### config.mk
export PLATFORM = sky130hd
export DESIGN_NAME = count_seq_ctrl
export DESIGN_NICKNAME = d
export VERILOG_FILES = /design/src/rtl/count_seq_ctrl_pkg.sv /design/src/rtl/count_seq_ctrl_up_counter_core.sv /design/src/rtl/count_seq_ctrl.sv
export SDC_FILE = /design/constraint.sdc
export NUM_CORES = 1
export LEC_CHECK = 0
export ABC_AREA = 0
export CAP_MARGIN = 20
export CELL_PAD_IN_SITES_DETAIL_PLACEMENT = 0
export CELL_PAD_IN_SITES_GLOBAL_PLACEMENT = 1
export CORE_MARGIN = 5
export CORE_UTILIZATION = 37
export DETAILED_ROUTE_END_ITERATION = 10
export PLACE_DENSITY = 0.84
export SETUP_SLACK_MARGIN = 0.15
export SYNTH_ARGS = -nofsm -noshare
export SYNTH_HDL_FRONTEND = slang
export SYNTH_SLANG_ARGS = --single-unit
export TNS_END_PERCENT = 1
### constraint.sdc
create_clock -name clk -period 3.19 [get_ports clk]
set_input_delay 0.7975 -clock clk [delete_from_list [all_inputs] [get_ports clk]]
set_output_delay 0.7975 -clock clk [all_outputs]
set_load 0.005 [all_outputs]
### src/rtl/count_seq_ctrl_pkg.sv
`default_nettype none
// ============================================================================
// Module      : count_seq_ctrl_pkg
// Description : Shared state encodings, default widths and mode constants
//               for the count sequence controller.
// Revision    : 1.0
// ============================================================================
package count_seq_ctrl_pkg;

  // Controller states; the encoding is visible on state_out
  typedef enum logic [1:0] {
    IDLE  = 2'b00,
    RUN   = 2'b01,
    PAUSE = 2'b10,
    DONE  = 2'b11
  } state_t;

  localparam int DEFAULT_N  = 3;
  localparam int DEFAULT_PW = 8;

  localparam logic ONE_SHOT = 1'b0;
  localparam logic PERIODIC = 1'b1;

endpackage
`default_nettype wire

### src/rtl/count_seq_ctrl_up_counter_core.sv
`default_nettype none
// ============================================================================
// Module      : up_counter_core
// Description : W-bit up counter with synchronous clear and count enable.
//               Clear has priority over enable.
// Revision    : 1.0
// ============================================================================
module up_counter_core #(
  parameter int W = 3
) (
  input  logic         clk,
  input  logic         rst,
  input  logic         clr,
  input  logic         en,
  output logic [W-1:0] count
);

  logic [W-1:0] count_d;
  logic [W-1:0] count_q;

  // Next count: clear wins, otherwise step by one when enabled
  always_comb begin
    count_d = count_q;
    if (clr) begin
      count_d = '0;
    end else if (en) begin
      count_d = count_q + W'(1);
    end
  end

  // Count register
  always_ff @(posedge clk) begin
    if (rst) begin
      count_q <= '0;
    end else begin
      count_q <= count_d;
    end
  end

  assign count = count_q;

endmodule
`default_nettype wire

### src/rtl/count_seq_ctrl.sv
`default_nettype none
// ============================================================================
// Module      : count_seq_ctrl
// Description : Launches a 0..tc count sequence in one-shot or periodic mode,
//               with pause, abort, a one-cycle done pulse and a count of
//               completed periods.
// Revision    : 1.0
// ============================================================================
module count_seq_ctrl
  import count_seq_ctrl_pkg::*;
#(
  parameter int N  = DEFAULT_N,
  parameter int PW = DEFAULT_PW
) (
  input  logic          clk,
  input  logic          rst,
  input  logic          start,
  input  logic          pause,
  input  logic          abort,
  input  logic          mode,
  input  logic [N-1:0]  term_cnt,
  output logic [N-1:0]  count_out,
  output logic          busy,
  output logic          done,
  output logic [PW-1:0] period_cnt,
  output logic [1:0]    state_out
);

  state_t        state_q,  state_d;
  logic [N-1:0]  tc_q,     tc_d;
  logic          mode_q,   mode_d;
  logic          done_q,   done_d;
  logic [PW-1:0] period_q, period_d;

  logic          cnt_clr;
  logic          cnt_en;
  logic [N-1:0]  cnt_val;
  logic          at_term;

  up_counter_core #(
    .W (N)
  ) u_counter (
    .clk   (clk),
    .rst   (rst),
    .clr   (cnt_clr),
    .en    (cnt_en),
    .count (cnt_val)
  );

  assign at_term = (cnt_val == tc_q);

  // Next-state, latch and counter control; abort outranks pause, which
  // outranks the terminal-count / increment decision
  always_comb begin
    state_d  = state_q;
    tc_d     = tc_q;
    mode_d   = mode_q;
    done_d   = 1'b0;
    period_d = period_q;
    cnt_clr  = 1'b0;
    cnt_en   = 1'b0;

    if (abort) begin
      state_d  = IDLE;
      period_d = '0;
      cnt_clr  = 1'b1;
    end else begin
      case (state_q)
        IDLE, DONE: begin
          if (start) begin
            state_d  = RUN;
            tc_d     = term_cnt;
            mode_d   = mode;
            period_d = '0;
            cnt_clr  = 1'b1;
          end
        end
        RUN: begin
          if (pause) begin
            state_d = PAUSE;
          end else if (at_term) begin
            done_d = 1'b1;
            if (mode_q == PERIODIC) begin
              cnt_clr  = 1'b1;
              period_d = period_q + PW'(1);
            end else begin
              state_d = DONE;
            end
          end else begin
            cnt_en = 1'b1;
          end
        end
        PAUSE: begin
          // The edge that leaves PAUSE does not count; counting resumes
          // on the edge after
          if (!pause) begin
            state_d = RUN;
          end
        end
        default: begin
          state_d = IDLE;
        end
      endcase
    end
  end

  // Controller registers
  always_ff @(posedge clk) begin
    if (rst) begin
      state_q  <= IDLE;
      tc_q     <= '0;
      mode_q   <= ONE_SHOT;
      done_q   <= 1'b0;
      period_q <= '0;
    end else begin
      state_q  <= state_d;
      tc_q     <= tc_d;
      mode_q   <= mode_d;
      done_q   <= done_d;
      period_q <= period_d;
    end
  end

  assign count_out  = cnt_val;
  assign busy       = (state_q == RUN) || (state_q == PAUSE);
  assign done       = done_q;
  assign period_cnt = period_q;
  assign state_out  = state_q;

endmodule
`default_nettype wire

**Word level (Yosys, flattened, before mapping)**

Cells that the tools add are included.
W data, S select, Z words.

- Register bits: 18
- Logic and storage cells: 53
- Bits of input ports: 9

- Add/subtract/negate cells: 2
- Reductions and logical operators: 10
- Bitwise logic cells: 2
- Muxes and demuxes: 22
- Eq/ne operators: 11

Operator list:

| cell | count |
|---|---|
| $mux W8 | 4 |
| $pmux W8 S2 | 1 |
| $mux W1 | 10 |
| $mux W2 | 5 |
| $ne A2 B2 Y1 const B | 5 |
| $add A8 B1 Y8 const B | 1 |
| $ne A3 B3 Y1 const B | 2 |
| $pmux W2 S3 | 1 |
| $reduce_or A2 Y1 | 3 |
| $reduce_and A5 Y1 | 1 |
| $eq A2 B2 Y1 const B | 2 |
| $reduce_and A4 Y1 | 1 |
| $reduce_or A4 Y1 | 1 |
| $add A3 B1 Y3 const B | 1 |
| $eq A3 B3 Y1 | 1 |
| $reduce_and A3 Y1 | 1 |
| $eq A2 B1 Y1 const B | 1 |
| $logic_not A2 Y1 | 1 |
| $not A1 Y1 | 2 |
| $pmux W1 S2 | 1 |
| $reduce_bool A2 Y1 | 1 |
| $logic_or A1 B1 Y1 | 1 |

**Longest topological paths before layout**

Gate-level depths: netlist of run 1.

- Word-level depth: 6
- Mapped depth: 8
- Gate-level depth less buffers: 7

**Cells and area by module**

A second synthesis of run 1 with hierarchy kept.

- Cell total of the unflattened synthesis: 94
- Area total of the unflattened synthesis: 954.7 um^2

Modules (own cells, without submodules):

| module | sequential area each (um^2) | instances | cells an instance | area an instance (um^2) |
|---|---|---|---|---|
| count_seq_ctrl | 300.3 | 1 | 82 | 827.0 |
| up_counter_core | 60.1 | 1 | 12 | 127.6 |

**Worst setup path before layout of run 1**

OpenSTA, ideal clock, no wires.

- Kind: input port to flip-flop
- Start: in pause
- End: reg period_q[7] (netlist: period_cnt[7])
- Setup slack: 1.074 ns
- Buffers on the path: 1
- Stages: 6
- Data arrival time: 2.044 ns
- Required time: 3.118 ns
- Cells stage by stage: nand3b_1 nor4_2 o21ai_2 buf_6 or3_1 a21oi_1

- Word-level cells in the longest chain between the ends: 2

RTL lines:

| what | RTL line | RTL |
|---|---|---|
| from (decl) | count_seq_ctrl.sv:18 | `input logic pause,` |
| $ne A2 B2 Y1 (no line) | n/a |  |
| $reduce_and A5 Y1 (no line) | n/a |  |
| to (signal assigned) | count_seq_ctrl.sv:120 | `period_q <= period_d;` |
| to (decl) | count_seq_ctrl.sv:33 | `logic [PW-1:0] period_q, period_d;` |

No other way between the ends.
A chain may end at the register's enable or synchronous reset.

**Final worst setup path of run 1**

- Start: in pause
- End: reg period_q[5] (netlist: period_cnt[5])

The elaborated chain is that of the path after synthesis.

==> out/qor.txt, run 1 <==
status - complete, no violations
Synth top area share - 0.3913
synthesized netlist cell count - 104
RR Startpoint - state_out[1]
Compound-Gate Fraction of Synth Area - 0.1440
mux share of post-synthesis cell area - 0.06522
critical path arrival - 2.74 ns
power share of the clock group - 0.321
Final min period - 2.520 ns
worst-skew pair later-pin latency - 0.29 ns
Max Fclk - 396.8 MHz
max_cap viols - 0
Max Root-Sink Buffers - 2
crit-path cells - clkdlybuf4s50_1 -> nand3b_1 -> nor4_2 -> o21ai_2 -> or3_2 -> a21oi_1
CTS Buf Count - 3
Synth Area in Adders - 0.06793
main combinational cell family by area after synthesis - simple AND/OR/NAND/NOR gates
clk sinks - 18
final slew viol count - 0
Synth Register Bits - 18
Setup crit start kind - input pin
logic gate share of total power - 0.141
Avg Cell Area, Syn - 8.855 µm²
initial antenna violation count - 0
Detailed Route WL - 1844 µm
Cell Area, Synth - 920.9 µm²
post-placement cell area - 0.001174 mm²
Avg WL per Cell - 11.60 µm
worst hold start - period_cnt[7]
DRT antenna net count - 0
Peak supply drop - 0.2393 mV
Final Cycle Share - 0.7900
final setup fails - 0
most common cell after layout, fill and taps aside - clkdlybuf4s50_1
peak fanout along the critical path - 13
largest net degree at the start of global routing - 14
Hold Crit Class - reg -> reg
die width - 59.89 µm
XOR/XNOR Fraction of Synth Area - 0.06658
Total Power - 433.8 µW
fillcell total - 242
row count - 18
Least-Margin Pin Slew - 0.6370 ns
first-pass GRT wire length - 3118 µm
clk slew on worst S/H paths - 0.10 ns
syn nets - 118
RSZ-0062 raised after global routing - no
Hold Buf Count CTS - 0
Worst path max stage delay - 0.48 ns
most frequent cells in the layout - clkdlybuf4s50_1 (23), dfxtp_1 (18), nor2_1 (12)
total grt overflow - 0
Netlist cell types - 33
CP Data Required Time - 3.41 ns
top cell type by total area after synthesis - dfxtp_1
H-tree levels - 1
input/output buffers - 23
DRC Markers - 0
post-synthesis sequential area ratio - 0.3913
GRT Util Overall - 0.1136
post-CTS setup buffers - 0
TNS Setup - 0 ns
final layout net count - 144
Psw - 105.9 µW
clk root buf - clkbuf_4
Setup crit end kind - flip-flop
CTS resizes - 0
vias in the first global route - 773
DR vias/cell - 5.075
Synth Area in Simple Gates - 0.2283
top post-synthesis cells by area - dfxtp_1 (39%), ha_1 (6.8%), mux2i_1 (6.5%)
post-route cell area - 0.001210 mm²
CP max-delay cell - or3_2
Critical Path Source - pause
layout cells sized above 1 - 0.07752
DR iter-0 viols - 13
power per cell area - 358.6 mW/mm²
Worst Clk Skew - 0.008562 ns
Vias - 807
power share of the sequential group - 0.538
critical setup path kind - in -> reg
initial core utilization - 0.3786
CTS tree - done
Synth Warn # - 0
internal power - 327.9 µW
Pre-antenna DRT Iters - 4
die footprint - 0.003587 mm²
GP Congestion - 0.7327
placed wire-length estimate - 1479 µm
Sw Ratio - 0.2442
Pleak - 0.0004769 µW
die height - 59.89 µm
Ant. Diodes - 0
Area Growth Syn to Fin - 31.39%
Top-Level Pins - 24
slew margin rel. - 0.5708
Hold Fails Final Rpt - 0
Core Area - 0.002432 mm²
## per-layer routing
metal,GRT usage,vias to the layer above,share of wire
met2,0.1975,15,0.51
met1,0.1350,374,0.44
li1,-,416,-
met3,0.02160,2,0.050
met4,0.04747,0,0.0038
met5,0,-,0
## metrics by stage
step	setup slack, ns	utilization	hold slack, ns	instances
5_1_grt	0.5491	0.4974	0.5553	159
6_report	0.6700	0.4974	0.4964	159
4_1_cts	0.6482	0.4974	0.5025	159
2_1_floorplan	1.074	-	0.4743	104
3_3_place_gp	0.4418	0.4825	0.4734	155
3_5_place_dp	0.3481	0.4825	0.4877	155
## registers in the layout, indices dropped and copies added (netlist names)
register / count
done: 1
mode_q: 1
period_cnt: 8
state_out: 2
tc_q: 3
u_counter.count: 3
## power groups by stage
stage               clock [µW]  combinational, µW  sequential, µW
floorplan                    0               39.1             238
global placement             0               60.8             238
detailed placement           0               61.2             239
CTS                        148               61.5             233
global route               154               67.9             234
finish                     139               61.1             233
## logic make-up (layout without fill, tap and decap cells)
kind of cell	after synthesis	after routing
flip-flops	18	18
AO/OA/AOI/OAI	21	21
buffers and inverters	7	32
XOR/XNOR	7	7
adder cells (fa/ha/maj)	5	5
AND/OR/NAND/NOR	40	40
multiplexers	6	6
## critical path, delay by kind of cell
kind | cells | cell delay (ns)
simple gates | 3 | 1.10
buf+inv | 1 | 0.47
compound gates | 2 | 0.37
## worst paths after layout
path | cells after the start | endpoint | slack, ns
hold / removal | 2 | period_cnt[7] | 0.50
hold reg to reg | 2 | period_cnt[7] | 0.50
setup reg to reg | 7 | period_cnt[5] | 0.98
setup / recovery | 6 | period_cnt[5] | 0.67
## layout make-up
class                   instances  area, µm²  area share
clock buffers                   4      36.28     0.02999
inverters                       5      18.77     0.01551
multi-input cells              79      526.8      0.4354
flip-flops and latches         18      360.3      0.2978
well taps                      30      37.54     0.03102
repair buffers                 23      230.2      0.1903
## synth_stat cells
| master | number |
|---|---|
| a21boi_0 | 1 |
| nand2_1 | 6 |
| nand3b_1 | 1 |
| nand4_1 | 1 |
| or3_2 | 2 |
| a31oi_1 | 1 |
| or3_1 | 3 |
| o21ai_2 | 1 |
| clkbuf_1 | 1 |
| or2_2 | 1 |
| nand2b_1 | 2 |
| and2_1 | 2 |
| mux2i_1 | 6 |
| and3_1 | 1 |
| o221ai_1 | 1 |
| inv_1 | 5 |
| nor2_1 | 12 |
| o211ai_1 | 1 |
| o21ai_0 | 7 |
| xor2_1 | 5 |
| or2b_1 | 1 |
| dfxtp_1 | 18 |
| nor4_1 | 2 |
| o31a_2 | 1 |
| ha_1 | 5 |
| nor4_2 | 1 |
| o21a_1 | 2 |
| a2111oi_0 | 1 |
| nand3_1 | 3 |
| xnor2_1 | 2 |
| a21oi_1 | 5 |
| nor3_1 | 2 |
| buf_6 | 1 |
(Power assumes the default switching activity.)
==> run 2, diff against run 1 <==
--- a/config.mk
+++ b/config.mk
@@ -10,9 +10,9 @@
 export CELL_PAD_IN_SITES_DETAIL_PLACEMENT = 0
 export CELL_PAD_IN_SITES_GLOBAL_PLACEMENT = 1
 export CORE_MARGIN = 5
-export CORE_UTILIZATION = 37
+export CORE_UTILIZATION = 35
 export DETAILED_ROUTE_END_ITERATION = 10
-export PLACE_DENSITY = 0.84
+export PLACE_DENSITY = 0.8
 export SETUP_SLACK_MARGIN = 0.15
 export SYNTH_ARGS = -nofsm -noshare
 export SYNTH_HDL_FRONTEND = slang
==> constraint.sdc (replaced) <==
create_clock -name clk -period 2.4 [get_ports clk]
set_input_delay 0.6 -clock clk [delete_from_list [all_inputs] [get_ports clk]]
set_output_delay 0.6 -clock clk [all_outputs]
set_load 0.005 [all_outputs]
==> run 2 against run 1 <==
Against the previous run: utilization grew 1.2 points; worst setup slack lost 0.44 ns; sequential share of layout area shrank 1.3 points; clock-buffer cell count unchanged; largest cell class unchanged; final area is 5.3% higher; cell count is 3.1% higher; wire length rose by 6.1%.
==> out/qor.txt, run 2 (synthesis gave the netlist of run 1 again) <==
Worst Clk Skew - 0.002192 ns (was 0.008562 ns)
worst hold start - period_cnt[7] (unchanged)
Pleak - 0.0005019 µW (was 0.0004769 µW)
max_cap viols - 0 (unchanged)
Top-Level Pins - 24 (unchanged)
Core Area - 0.002500 mm² (was 0.002432 mm²)
worst-skew pair later-pin latency - 0.29 ns (about the same)
Placed Cells - 159 (was 155)
die height - 61.30 µm (was 59.89 µm)
Final Cycle Share - 0.9058
RSZ-0062 raised after global routing - yes (was no)
max reg flops - 8 (unchanged)
slew margin rel. - 0.5973 (was 0.5708)
internal power - 444.1 µW (was 327.9 µW)
initial core utilization - 0.3684 (was 0.3786)
first-pass GRT wire length - 3284 µm (was 3118 µm)
Pre-antenna DRT Iters - 4 (unchanged)
Worst path max stage delay - 0.49 ns (was 0.48 ns)
Post-Layout Cell Count - 164 (was 159)
post-route cell area - 0.001274 mm² (was 0.001210 mm²)
TNS Setup - 0 ns (unchanged)
die width - 61.30 µm (was 59.89 µm)
CTS Buf Count - 3 (unchanged)
Max Root-Sink Buffers - 2 (unchanged)
final setup fails - 0 (unchanged)
largest net degree at the start of global routing - 12 (was 14)
DRT antenna net count - 0 (unchanged)
CP max-delay cell - clkdlybuf4s50_1 (was or3_2)
CP Data Required Time - 1.80 ns (was 3.41 ns)
DP Worst Slack - -0.06046 ns (was 0.3481 ns)
Hold Crit Class - reg -> reg (unchanged)
RR Startpoint - state_out[1] (unchanged)
final layout net count - 149 (was 144)
total grt overflow - 0 (unchanged)
Vias - 836 (was 807)
Total Power - 588.5 µW (was 433.8 µW)
Critical Path Source - state_out[0] (was pause)
register area - 362.8 µm² (was 360.3 µm²)
GRT Util Overall - 0.1170 (was 0.1136)
placed wire-length estimate - 1554 µm (was 1479 µm)
input/output buffers - 23 (unchanged)
power share of the clock group - 0.315 (was 0.321)
Top delay family on crit path - buffers and inverters (was simple AND/OR/NAND/NOR gates)
row count - 18 (unchanged)
Worst Path Buf+Inv - 3 (was 1)
critical setup path kind - reg -> out (was in -> reg)
most frequent cells in the layout - clkdlybuf4s50_1 (23), dfxtp_1 (16), nor2_1 (12) (was clkdlybuf4s50_1 (23), dfxtp_1 (18), nor2_1 (12))
initial antenna violation count - 0 (unchanged)
GP Congestion - 0.7883 (was 0.7327)
peak fanout along the critical path - 4 (was 13)
footprint of the multi-input gates - 550.5 µm² (was 526.8 µm²)
worst setup slack after layout - 0.2262 ns (was 0.6700 ns)
clk slew on worst S/H paths - 0.10 ns (about the same)
Setup crit start kind - flip-flop (was input pin)
Max Fclk - 460.0 MHz
DRT met1 WL - 865 µm (was 806 µm)
DR vias/cell - 5.098 (was 5.075)
Least-Margin Pin Slew - 0.5978 ns (was 0.6370 ns)
Hold Buf Count CTS - 0 (unchanged)
H-tree levels - 1 (unchanged)
met2 routed WL - 968 µm (was 936 µm)
Psw - 144.4 µW (was 105.9 µW)
vias in the first global route - 770 (was 773)
Ant. Diodes - 0 (unchanged)
crit-path cells - inv_1 -> ha_4 -> inv_1 -> clkdlybuf4s50_1 (was clkdlybuf4s50_1 -> nand3b_1 -> nor4_2 -> o21ai_2 -> or3_2 -> a21oi_1)
Hold Fails Final Rpt - 0 (unchanged)
Final min period - 2.174 ns
final slew viol count - 0 (unchanged)
Met3 Routed Length - 113 µm (was 93 µm)
CTS tree - done (unchanged)
Detailed Route WL - 1957 µm (was 1844 µm)
most frequent CP cell - inv_1
Peak supply drop - 0.4014 mV (was 0.2393 mV)
Avg WL per Cell - 11.93 µm (was 11.60 µm)
power per cell area - 462.0 mW/mm² (was 358.6 mW/mm²)
die footprint - 0.003757 mm² (was 0.003587 mm²)
Sw Ratio - 0.2453 (was 0.2442)
DRC Markers - 0 (unchanged)
layout cells sized above 1 - 0.1418 (was 0.07752)
top sig layer - met4 (unchanged)
critical path arrival - 1.57 ns (was 2.74 ns)
DR iter-0 viols - 18 (was 13)
status - complete, no violations (unchanged)
post-placement cell area - 0.001204 mm² (was 0.001174 mm²)
Setup crit end kind - output port (was flip-flop)
clk root buf - clkbuf_4 (unchanged)
most common cell after layout, fill and taps aside - clkdlybuf4s50_1 (unchanged)
power share of the sequential group - 0.528 (was 0.538)
Area Growth Syn to Fin - 38.32% (was 31.39%)
clk sinks - 18 (unchanged)
fillcell total - 241 (was 242)
logic gate share of total power - 0.158 (was 0.141)
-- run 2: changes by cell type in the layout (fill, tap and decap cells not counted), moves of 2 or more --
cell     delta
dfxtp_1     -2
dfxtp_2     +2
ha_1        -2
buf_4       +5
-- run 2: timing repair --
action	in CTS	in global routing
gates resized for setup	2	3
endpoints found under the hold margin	0	0
buffers inserted	0	1
setup endpoints to repair	1	4
-- run 2: power by group through the flow --
stage | clock [µW] | sequential, µW | combinational, µW
final | 185 | 310 | 92.8
after global routing | 205 | 312 | 103
after CTS | 193 | 311 | 90.0
after detailed placement | 0 | 317 | 87.7
after global placement | 0 | 317 | 87.2
after floorplan | 0 | 316 | 51.9
-- run 2: worst reg2reg max path, cell delays in order, from the launching register on --
cell and delay [ns]:
dfxtp_2 0.38, inv_1 0.07, ha_2 0.24, nand3b_1 0.14, nor4_4 0.32, o21ai_2 0.18
or3_2 0.47, a21oi_1 0.14
-- run 2: final cells by class --
class / instances / area share
sequential: 18 / 0.2849
clock buffer: 4 / 0.02849
inverter: 5 / 0.01473
multi-input combinational: 79 / 0.4322
tap: 30 / 0.02947
timing repair buffer: 28 / 0.2102
-- run 2: routing by layer --
metal,vias up,GRT usage
met3,2,0.04822
met2,17,0.1964
met1,388,0.1390
met5,-,0
met4,0,0.02786
li1,429,-
-- run 2: path summary, 6_finish.rpt --
check	to	slack [ns]	depth (start not counted)
max reg2reg	period_cnt[4]	0.41	7
min	period_cnt[7]	0.50	2
max	busy	0.23	4
min reg2reg	period_cnt[7]	0.50	2
-- run 2: metrics by stage --
| step | hold slack [ns] | utilization |
|---|---|---|
| finish | 0.5014 | 0.5095 |
| global route | 0.5260 | 0.5095 |
| CTS | 0.5063 | 0.5015 |
| detailed placement | 0.4915 | 0.4815 |
| global placement | 0.4729 | 0.4815 |
| floorplan | 0.4743 | - |
